### config.mk
export PLATFORM = sky130hd
export DESIGN_NAME = joy_serializer
export DESIGN_NICKNAME = d
export VERILOG_FILES = /design/src/rtl/joy_serializer.sv
export SDC_FILE = /design/constraint.sdc
export NUM_CORES = 1
export LEC_CHECK = 0
export ABC_CLOCK_PERIOD_IN_PS = 4400
export BUFFER_PORTS_ARGS = -buffer_cell sky130_fd_sc_hd__buf_2
export CORE_ASPECT_RATIO = 0.5
export CORE_UTILIZATION = 38
export CTS_CLUSTER_SIZE = 40
export DETAILED_ROUTE_END_ITERATION = 8
export PLACE_DENSITY_LB_ADDON = 0.15
export SLEW_MARGIN = 20
export SYNTH_ARGS = -nofsm -noshare
export SYNTH_HDL_FRONTEND = slang
export SYNTH_SLANG_ARGS = --single-unit
### constraint.sdc
create_clock -name clk -period 4.4 [get_ports clk]
set_clock_uncertainty 0.2 [all_clocks]
set_input_delay 0.66 -clock clk [delete_from_list [all_inputs] [get_ports clk]]
set_output_delay 0.66 -clock clk [all_outputs]
set_load 0.01 [all_outputs]
### src/rtl/joy_serializer.sv
// Joystick-side emulation of two cascaded 8-bit PISO shift registers.
// Host joy_clk/joy_load_n are synchronised and deglitched before use.
module joy_serializer #(
    parameter int unsigned FILTER = 2,
    parameter logic        FILL   = 1'b1
) (
    input  logic       clk,
    input  logic       rst,
    input  logic       joy_clk,
    input  logic       joy_load_n,
    output logic       joy_data,
    input  logic [7:0] joy1_n,
    input  logic [7:0] joy2_n,
    output logic       frame_done,
    output logic       overrun,
    output logic [4:0] shift_count
);

    typedef enum logic {
        ST_SHIFT = 1'b0,
        ST_LOAD  = 1'b1
    } state_t;

    localparam logic [3:0] FILT      = 4'(FILTER);
    localparam logic [4:0] FRAME_LEN = 5'd16;

    // Channel 0 is joy_clk, channel 1 is joy_load_n.
    logic [1:0] raw_in;
    logic [1:0] filt_q;
    logic [1:0] filt_d;

    assign raw_in = {joy_load_n, joy_clk};

    for (genvar gi = 0; gi < 2; gi++) begin : g_chan
        localparam logic RST_VAL = (gi == 1);

        logic [1:0] sync_q;
        logic [3:0] cnt_q;
        logic [3:0] cnt_d;
        logic       val_q;
        logic       val_d;

        always_ff @(posedge clk) begin
            if (rst) begin
                sync_q <= {2{RST_VAL}};
                cnt_q  <= 4'd0;
                val_q  <= RST_VAL;
            end else begin
                sync_q <= {sync_q[0], raw_in[gi]};
                cnt_q  <= cnt_d;
                val_q  <= val_d;
            end
        end

        // A level change is accepted only after FILTER consecutive differing samples.
        always_comb begin
            cnt_d = 4'd0;
            val_d = val_q;
            if (sync_q[1] != val_q) begin
                if (cnt_q + 4'd1 == FILT) begin
                    val_d = sync_q[1];
                    cnt_d = 4'd0;
                end else begin
                    cnt_d = cnt_q + 4'd1;
                end
            end
        end

        assign filt_q[gi] = val_q;
        assign filt_d[gi] = val_d;
    end

    state_t      state_q;
    state_t      state_d;
    logic [15:0] sr_q;
    logic [15:0] sr_d;
    logic [4:0]  count_q;
    logic [4:0]  count_d;
    logic        overrun_q;
    logic        overrun_d;
    logic        frame_done_q;
    logic        frame_done_d;
    logic        clk_prev_q;
    logic        clk_rise;

    assign clk_rise = filt_q[0] & ~clk_prev_q;

    always_ff @(posedge clk) begin
        if (rst) begin
            state_q      <= ST_SHIFT;
            sr_q         <= 16'hFFFF;
            count_q      <= 5'd0;
            overrun_q    <= 1'b0;
            frame_done_q <= 1'b0;
            clk_prev_q   <= 1'b0;
        end else begin
            state_q      <= state_d;
            sr_q         <= sr_d;
            count_q      <= count_d;
            overrun_q    <= overrun_d;
            frame_done_q <= frame_done_d;
            clk_prev_q   <= filt_q[0];
        end
    end

    // State follows the filtered load strobe so LOAD takes effect on the acceptance edge.
    always_comb begin
        state_d      = filt_d[1] ? ST_SHIFT : ST_LOAD;
        sr_d         = sr_q;
        count_d      = count_q;
        overrun_d    = overrun_q;
        frame_done_d = 1'b0;
        case (state_q)
            ST_LOAD: begin
                sr_d      = {joy1_n, joy2_n};
                count_d   = 5'd0;
                overrun_d = 1'b0;
            end
            default: begin
                if (clk_rise) begin
                    sr_d = {sr_q[14:0], FILL};
                    if (count_q < FRAME_LEN) begin
                        count_d = count_q + 5'd1;
                    end
                    if (count_q == FRAME_LEN - 5'd1) begin
                        frame_done_d = 1'b1;
                    end
                    if (count_q == FRAME_LEN) begin
                        overrun_d = 1'b1;
                    end
                end
            end
        endcase
    end

    assign joy_data    = sr_q[15];
    assign frame_done  = frame_done_q;
    assign overrun     = overrun_q;
    assign shift_count = count_q;

endmodule
==> run metrics <==
Critical Path Max Stage Delay=0.46 ns; die height=51.1 um; vias in the first global route=1117; critical path peak fanout=6; slew at the pin with the worst max-slew slack=0.936 ns; Leak=0.000878 uW; crit path capture type=output pin; number of core rows=17; Synth Area in XOR/XNOR=4.30%; clk buf depth=2; Starting Density=40.7%; vias after detailed routing=1167; Post-CTS Resized=0; combinational family with the most area after synthesis=multiplexers; via-per-instance ratio=4.39; worst-skew pair later-pin latency=0.29 ns; H-tree depth=2; 1st-iter DRT viols=42; area of the core=0.00451 mm2; DIE AREA=0.00513 mm2; Final TNS setup=0 ns; Post-DRT Antenna Nets=0; initial antenna violation count=0; WL/cell=10.8 um; Hold/Removal Path Class=flip-flop to flip-flop; GPL Wtd Cong=0.712; CTS buffer count=5; Synth Cell Area=0.00183 mm2; Final Slew Violations=0; Post-Route WL=2880 um; Synthesized Nets=199; final worst path period share=40.7%; # DRC=0; flops & latches, synth=39; layout cell share with drive strength beyond 1=30.0%; fillers=440; Max Fclk=559 MHz; Post-DP Area=0.00201 mm2; RSZ-0062 raised after global routing=no; largest net degree at the start of global routing=28; CTS tree=yes; Worst VDD drop=0.217 mV; syn_area_per_cell=10.7 um2; Synth Area in Compound Gates=2.59%; Port Buf Inserts=27; r2r setup slk=2.61 ns; pwr dens=344 mW/mm2; Final HPWL DP=1910 um; Pre-antenna DRT Iters=4; fin crit period=1.79 ns; NumNets Final=226; total congestion overflow=0; final setup vio count=0; yosys warns=0; clk sink count=39; Hold Violations, Final=0; Post-Synth Simple-Gate Area=19.9%; # hold bufs at CTS=0; GRT Total Usage=12.9%; Crit-path slowest cell=dfxtp_1; adder-cell share of the synthesized area=4.77%; first-pass GRT wire length=5090 um; outcome=completed; Post-CTS Setup Bufs=0; multiplexer share of the synthesized area=21.9%; antenna cells=0; CTS root buf=clkbuf_8; CP Cell Sequence=buf_2; WHS=0.211 ns; Layout area overhead=16.8%; Slew HR=37.5%; Top Ports=28; WS Path Type=flip-flop to output pin; die width=100 um; DP Worst Slack=2.62 ns; Req. time, crit path=3.54 ns; design area=0.00214 mm2; Yosys cell types=33; crit start category=flip-flop; register area share after synthesis=42.6%; Worst Path Buf+Inv=1; clock transition at the registers of the reported paths=0.08 ns; final setup margin=2.61 ns; max cap viols=0; WP data arrival=0.93 ns; CP top delay family=flip-flops; Synth Instances=172
==> Yosys cell counts <==
master | n | share of area (%)
nor3_1 | 5 | 1.4
buf_2 | 1 | 0.27
nor4b_1 | 1 | 0.48
nor2b_1 | 5 | 1.7
nor2_1 | 17 | 3.5
o21ai_0 | 1 | 0.27
a31oi_1 | 1 | 0.34
nor3b_4 | 1 | 1.0
and3b_1 | 1 | 0.48
buf_4 | 1 | 0.41
nand4_1 | 1 | 0.34
nand3_1 | 2 | 0.55
nor4_1 | 1 | 0.34
nand2_1 | 4 | 0.82
nand2b_4 | 1 | 0.75
mux2_4 | 16 | 13
a21oi_1 | 2 | 0.55
buf_6 | 2 | 1.2
a21boi_0 | 1 | 0.41
inv_1 | 7 | 1.4
mux2i_1 | 15 | 8.2
dfxtp_1 | 39 | 43
o21a_2 | 1 | 0.48
and3_1 | 2 | 0.68
xnor2_1 | 3 | 1.4
nand2b_1 | 18 | 6.1
xor2_1 | 6 | 2.9
or2_2 | 4 | 1.4
clkbuf_1 | 3 | 0.61
a21bo_2 | 1 | 0.55
mux2_2 | 1 | 0.61
ha_1 | 7 | 4.8
nand3b_1 | 1 | 0.41
==> registers in the layout, summed over array words and instances, names as in the netlist, named ones only <==
name,flops
shift_count,5
overrun,1
g_chan.sync_q,4
g_chan.cnt_q,8
g_chan.val_q,1
frame_done,1
state_q,1
clk_prev_q,1
sr_q,16
==> worst paths after layout <==
check,start,end,cells after the start
max,shift_count[4]$_SDFFE_PP0P_,shift_count[4],1
min,g_chan[1].sync_q[0]$_SDFF_PP1_,g_chan[1].sync_q[1]$_SDFF_PP1_,1
max reg2reg,g_chan[1].cnt_q[1]$_SDFF_PP0_,state_q$_SDFF_PP0_,5
min reg2reg,g_chan[1].sync_q[0]$_SDFF_PP1_,g_chan[1].sync_q[1]$_SDFF_PP1_,1
==> per-layer routing <==
layer | part of all wire, % | up-vias | GRT usage [%]
li1 | - | 622 | -
met1 | 53 | 526 | 16.8
met2 | 42 | 15 | 20.3
met3 | 4.1 | 4 | 4.51
met4 | 1.1 | 0 | 3.62
met5 | 0 | - | 0
==> cells in the final DEF (no fill, tap or decap), drive strengths merged, types with 2 or more instances in the layout <==
master	n
dfxtp	39
buf	27
nand2b	19
nor2	17
mux2	17
mux2i	15
inv	7
ha	7
xor2	6
nor2b	5
nor3	5
clkbuf	5
nand2	4
or2	4
xnor2	3
and3	2
nand3	2
a21oi	2
bufinv	2
==> final cells by class <==
| class | count | area (um2) | area share (%) |
|---|---|---|---|
| Sequential cell | 39 | 781 | 36.4 |
| Inverter | 7 | 26.3 | 1.23 |
| Tap cell | 66 | 82.6 | 3.86 |
| Multi-Input combinational cell | 119 | 981 | 45.8 |
| Timing Repair Buffer | 27 | 135 | 6.31 |
| Clock inverter | 3 | 67.6 | 3.15 |
| Clock buffer | 5 | 68.8 | 3.21 |
==> cell families (layout without fill, tap and decap cells) <==
family / Yosys count / count (layout)
XOR/XNOR: 9 / 9
buffers and inverters: 14 / 42
multiplexers: 32 / 32
AND/OR/NAND/NOR: 64 / 64
AO/OA/AOI/OAI: 7 / 7
adder cells (fa/ha/maj): 7 / 7
flip-flops: 39 / 39
==> metrics by stage <==
stage               cells  power, uW  utilization [%]
CTS                   266        749             47.5
global route          266        768             47.5
global placement      258        392             44.5
finish                266        736             47.5
detailed placement    258        392             44.5
floorplan             172        381                -
==> where the power goes <==
group,total [uW],internal [uW],switching (uW)
combinational,24.9,14.4,10.5
clock,352,226,126
sequential,359,356,2.82
(Power assumes the default switching activity.)
